`config.mk`:
```
export PLATFORM = sky130hd
export DESIGN_NAME = merge_arb11
export DESIGN_NICKNAME = d
export VERILOG_FILES = /design/src/rtl/merge_arb11.sv
export SDC_FILE = /design/constraint.sdc
export NUM_CORES = 1
export LEC_CHECK = 0
export ABC_AREA = 1
export BUFFER_PORTS_ARGS = -buffer_cell sky130_fd_sc_hd__buf_2
export CAP_MARGIN = 40
export CORE_MARGIN = 2
export CORE_UTILIZATION = 40
export DETAILED_ROUTE_END_ITERATION = 7
export SKIP_LAST_GASP = 1
export SLEW_MARGIN = 10
export SYNTH_ARGS = -nofsm -noshare
export SYNTH_HDL_FRONTEND = slang
export SYNTH_SLANG_ARGS = --single-unit
```
`constraint.sdc`:
```
create_clock -name clk -period 4.2 [get_ports clk]
set_input_delay 0.63 -clock clk [delete_from_list [all_inputs] [get_ports clk]]
set_output_delay 0.63 -clock clk [all_outputs]
set_load 0.05 [all_outputs]
```
`src/rtl/merge_arb11.sv`:
```
// merge_arb11: two-input flit merge with arbitration feeding a small output FIFO.
// Optional build macro MERGE_RR_EN selects round-robin contention (default: in1 fixed priority).
`default_nettype none

module merge_arb11 #(
    parameter int WIDTH = 11,
    parameter int DEPTH = 2
) (
    input  logic             clk,
    input  logic             reset,
    input  logic [WIDTH-1:0] in1_data,
    input  logic             in1_valid,
    output logic             in1_ready,
    input  logic [WIDTH-1:0] in2_data,
    input  logic             in2_valid,
    output logic             in2_ready,
    output logic [WIDTH-1:0] out_data,
    output logic             out_valid,
    input  logic             out_ready
);

    localparam int PW = (DEPTH > 1) ? $clog2(DEPTH) : 1;
    localparam int CW = $clog2(DEPTH + 1);

    logic [WIDTH-1:0] r_storage [DEPTH];
    logic [PW-1:0]    r_wr_ptr;
    logic [PW-1:0]    r_rd_ptr;
    logic [CW-1:0]    r_count;

    logic             w_full;
    logic             w_empty;
    logic             w_pick1;
    logic             w_pick2;
    logic             w_push;
    logic             w_pop;
    logic [WIDTH-1:0] w_push_data;

    assign w_full  = (r_count == CW'(DEPTH));
    assign w_empty = (r_count == '0);

`ifdef MERGE_RR_EN
    // 1 when the most recent push came from in2; reset value lets in1 win first.
    logic r_last_in2;

    assign w_pick2 = in2_valid & (~in1_valid | ~r_last_in2);
`else
    assign w_pick2 = in2_valid & ~in1_valid;
`endif
    assign w_pick1 = in1_valid & ~w_pick2;

    // A pop in the same cycle never frees a slot for a full FIFO, keeping readies off the output path.
    assign in1_ready = w_pick1 & ~w_full & reset;
    assign in2_ready = w_pick2 & ~w_full & reset;

    assign w_push      = (in1_valid & in1_ready) | (in2_valid & in2_ready);
    assign w_push_data = w_pick2 ? in2_data : in1_data;
    assign w_pop       = out_valid & out_ready;

    assign out_valid = ~w_empty;
    assign out_data  = r_storage[r_rd_ptr];

    always_ff @(posedge clk or negedge reset) begin
        if (!reset) begin
            for (int i = 0; i < DEPTH; i++) begin
                r_storage[i] <= '0;
            end
            r_wr_ptr <= '0;
        end else if (w_push) begin
            r_storage[r_wr_ptr] <= w_push_data;
            r_wr_ptr <= (r_wr_ptr == PW'(DEPTH - 1)) ? '0 : r_wr_ptr + PW'(1);
        end
    end

    always_ff @(posedge clk or negedge reset) begin
        if (!reset) begin
            r_rd_ptr <= '0;
        end else if (w_pop) begin
            r_rd_ptr <= (r_rd_ptr == PW'(DEPTH - 1)) ? '0 : r_rd_ptr + PW'(1);
        end
    end

    always_ff @(posedge clk or negedge reset) begin
        if (!reset) begin
            r_count <= '0;
        end else if (w_push && !w_pop) begin
            r_count <= r_count + CW'(1);
        end else if (w_pop && !w_push) begin
            r_count <= r_count - CW'(1);
        end
    end

`ifdef MERGE_RR_EN
    always_ff @(posedge clk or negedge reset) begin
        if (!reset) begin
            r_last_in2 <= 1'b1;
        end else if (w_push) begin
            r_last_in2 <= w_pick2;
        end
    end
`endif

endmodule

`default_nettype wire

```
---- Word level (Yosys, flattened, before mapping) ----
Cells that the tools add are included.
W data, S select, Z words.
operators by class
  order comparisons ....................... 3
  equal/unequal tests ..................... 1
  reductions and logical operators ........ 7
  bitwise gates (word level) .............. 16
  mux-type cells .......................... 11
  add/subtract/negate cells ............... 4
operators by type and width
  kind                   count
  $mux W11               5
  $bwmux W22             1
  $demux W11 S1          1
  $and A1 B1 Y1          9
  $ge A2 B2 Y1 const B   2
  $mux W2                2
  $not A1 Y1             4
  $not A1 Y2             2
  $logic_and A1 B1 Y1    3
  $add A1 B1 Y1 const B  2
  $add A2 B1 Y2 const B  1
  $eq A2 B2 Y1 const B   1
  $logic_not A1 Y1       2
  $logic_not A2 Y1       1
  $lt A2 B1 Y1 const B   1
  $mux W1                2
  $reduce_bool A2 Y1     1
  $sub A2 B1 Y2 const B  1
  $or A1 B1 Y1           1
storage, ports and cells
  register bits ........................... 26
  logic and storage cells ................. 47
  input bits .............................. 27

---- Depth between registers and ports, before layout ----
  word-level depth ........................ 12
  depth in mapped cells ................... 10
  gate-level depth less buffers ........... 9

---- Worst setup path after synthesis ----
Ideal clock, no wire load.
  path kind ............................... input to output
  start ................................... in in1_valid
  end ..................................... out in2_ready
  stages on the path ...................... 4
  slack ................................... 1924 ps
  path buffers ............................ 1
  arrival time ............................ 1646 ps
  path through ............................ inv_2 nand2_2 buf_2 nor2_1
between the ends
  longest elaborated chain between the ends .. 4
RTL lines
  item                         line  RTL
  start: declaration           12    input logic in1_valid,
  $not A1 Y1                   47    assign w_pick2 = in2_valid & ~in1_valid;
  $and A1 B1 Y1                47
  $and A1 B1 Y1 (2 in series)  53    assign in2_ready = w_pick2 & ~w_full & reset;
  end: declaration             16    output logic in2_ready,
No other way between the ends.

---- Worst setup path in the final report ----
  start ................................... reg r_rd_ptr
  end ..................................... out out_data[1]
between the ends
  longest elaborated chain between the ends .. 4
RTL lines
  item                                          line  RTL
  start: declaration                            27    logic [PW-1:0] r_rd_ptr;
  start signal: assignment                      78    r_rd_ptr <= (r_rd_ptr == PW'(DEPTH - 1)) ? '0 : r_rd_ptr + PW'(1);
  $not A1 Y2 (not written as such)              60    assign out_data = r_storage[r_rd_ptr];
  $mux W11 (not written as such) (3 in series)  60
  end: declaration                              17    output logic [WIDTH-1:0] out_data,
No other way between the ends. The select of a mux whose other input is x is not followed.

==> impl_metrics.toml <==
[yosys]
synth_compound_area_frac = 0.0259
syn-cell-area_mm2 = 0.00140
avgSynthCellArea_um2 = 7.11
synth_top_family_by_area = "simple AND/OR/NAND/NOR gates"
synth_xor_area_frac = 0.0188
yosys.cell_types.count = 16
syn_nets = 225
synthMuxAreaShare = 0
yosys.area_share.simple = 0.420
syn_inst = 197
synth_seq_cells = 26
yosysWarningCount = 0
synth_fa_ha_area_frac = 0.00893
synth_seq_area_share = 0.464

[sta]
worstMarginPinSlew_ns = 0.549
setup_viol = 0
period_share = 0.564
fin_tns_setup_ns = 0
hold_viol = 0
relSlewSlack = 0.632
rsz0062_at_grt = "false"
fmax_ghz = 0.422
slew_viol_final = 0
layout_min_cycle_time_ns = 2.37
worst_clock_skew_ns = 0.00858
holdWs_ns = 0.280

[critical_path]
cp-end-kind = "output port"
slowest_delay_ns = 0.58
crit_top_cell = "nand2_1"
crit_path_max_fanout = 12
cp_top_family = "buffers and inverters"
arrival_ns = 1.74
worstPathRequired_ns = 3.57
path_cells = "inv_1 > nand2_1 > nand2_1 > buf_2"
critPathKind = "reg -> out"
cp_slowest_cell = "dfrtp_1"
cp.buffers_inverters = 2
critPathLaunchType = "flip-flop"

[global_routing]
gr-usage-all-layers = 0.184
grt_first_pass_wirelength_mm = 5.78
grt.met2_usage = 0.309
grt_pass1_vias = 1308
grt_util_met1 = 0.245
use_met3 = 0.0214
antenna_found_initial = 0
grt_overflow = 0
grt_busiest_layer = "met2"
grt_max_degree = 29

[clock_network]
postCtsHoldBufs = 0
clock_latency_ns = 0.32
h-tree-depth = 1
post_cts_buffers = 0
cts.repair.resized = 0
cts-root-buf = "clkbuf_4"
cts_tree = "done"
cts_max_path_buffers = 2
cts_buffers = 3
cts.sink_count = 26
clkTransAtPathRegs_ns = 0.14

[placed_design]
place.gp.congestion = 0.733
place_area_mm2 = 0.00162
hpwl_mm = 2.38
placed_cells = 275
port_buffers = 40

[cells_and_area]
nets = 262
layout_commonest_cell = "nand2_1"
final_cell_count_no_fill = 278
final_core_util = 0.488
drive_above_1_share = 0.216
fill_cells = 383
layout_common_cells = "nand2_1 (107), buf_2 (40), nand3_1 (33)"
area_growth_pct = 17.2
antenna_cells = 0
stdcell_area_mm2 = 0.00164

[status]
outcome = "completed"

[pwr]
internal_power_w = 0.000579
p_per_area_mw_per_mm2 = 764
pwr-share-seq = 0.373
p_sw_frac = 0.539
clkPwrFrac = 0.086
power_leakage_nw = 0.979
switching_power_w = 0.000676
combPwrFrac = 0.541
irDropWorstVdd_mv = 0.236

[floorplan]
die_area_mm2 = 0.00399
placeableCoreArea_mm2 = 0.00336
die_x_um = 63.2
start_util = 0.417
io_pins = 41
die-height_um = 63.2
num_rows = 21

[detailed_routing]
first_pass_iters = 4
routed_wl_mm = 3.32
viasPerCell = 4.69
wl_per_cell_um = 11.9
num_vias = 1303
drt_iter0_drc = 64
ant_nets = 0
remaining_drc_errors = 0

[flow_run]
cap_violations = 0

[worst_hold_path]
min_path_type = "in -> async"
-- power by group through the flow --
stage               logic [W]  clock network, W  registers, W
finish               0.000680          0.000108      0.000468
global route         0.000753          0.000121      0.000487
global placement     0.000677                 0      0.000470
floorplan            0.000585                 0      0.000425
CTS                  0.000689          0.000110      0.000468
detailed placement   0.000688                 0      0.000473
-- worst paths after layout --
path	startpoint	endpoint	slack, ns	cells after the start
setup / recovery	r_rd_ptr	out_data[1]	1.83	4
hold / removal	reset	r_storage[7]	0.28	2
setup reg to reg	r_count[0]	r_count[1]	2.34	8
hold reg to reg	r_storage[10]	r_storage[10]	0.49	2
max in group asynchronous	reset	r_storage[10]	3.66	2
min in group clk	r_storage[10]	r_storage[10]	0.49	2
-- routing by layer --
metal	wire length, µm	vias to the layer above
li1	-	690
met1	1660	579
met2	1480	32
met3	156	2
met4	27	0
met5	0	-
-- cell families after synthesis --
| kind of cell | count (synthesis) |
|---|---|
| XOR/XNOR | 3 |
| flip-flops | 26 |
| AND/OR/NAND/NOR | 145 |
| adder cells (fa/ha/maj) | 1 |
| AO/OA/AOI/OAI | 4 |
| buffers and inverters | 18 |
-- Yosys cell counts --
cell,n,share of area
a21oi_1,1,0.0036
a21oi_4,1,0.012
buf_2,4,0.014
buf_6,2,0.016
clkbuf_1,5,0.013
dfrtp_1,26,0.46
ha_1,1,0.0089
inv_1,5,0.013
inv_2,2,0.0054
nand2_1,107,0.29
nand2_2,1,0.0045
nand3_1,33,0.12
nor2_1,4,0.011
o211ai_1,2,0.011
xnor2_1,1,0.0063
xor2_1,2,0.013
-- area by class of cell --
class	instances	area, µm²	area share
multi-input cells	153	663	0.404
flip-flops and latches	26	651	0.396
repair buffers	43	223	0.136
well taps	46	57.6	0.0350
inverters	7	26.3	0.0160
clock buffers	3	22.5	0.0137
-- worst reg2reg max path, delay by kind of cell, from the launching register on --
| kind | cells | cell delay (ns) |
|---|---|---|
| adder cells (fa/ha/maj) | 1 | 0.35 |
| AO/OA/AOI/OAI | 1 | 0.47 |
| XOR/XNOR | 1 | 0.14 |
| flip-flops | 1 | 0.41 |
| buffers and inverters | 1 | 0.07 |
| AND/OR/NAND/NOR | 4 | 0.34 |
-- state kept, by name (all words and copies together) (netlist names) --
| register | count |
|---|---|
| r_count | 2 |
| r_rd_ptr | 1 |
| r_storage | 22 |
| r_wr_ptr | 1 |
-- metrics by stage --
step / setup slack (ns) / power [W]
2_1_floorplan: 1.92 / 0.00101
3_3_place_gp: 1.72 / 0.00115
3_5_place_dp: 1.68 / 0.00116
4_1_cts: 1.78 / 0.00127
5_1_grt: 1.67 / 0.00136
6_report: 1.83 / 0.00126
Power figures use the tool's default switching activity.
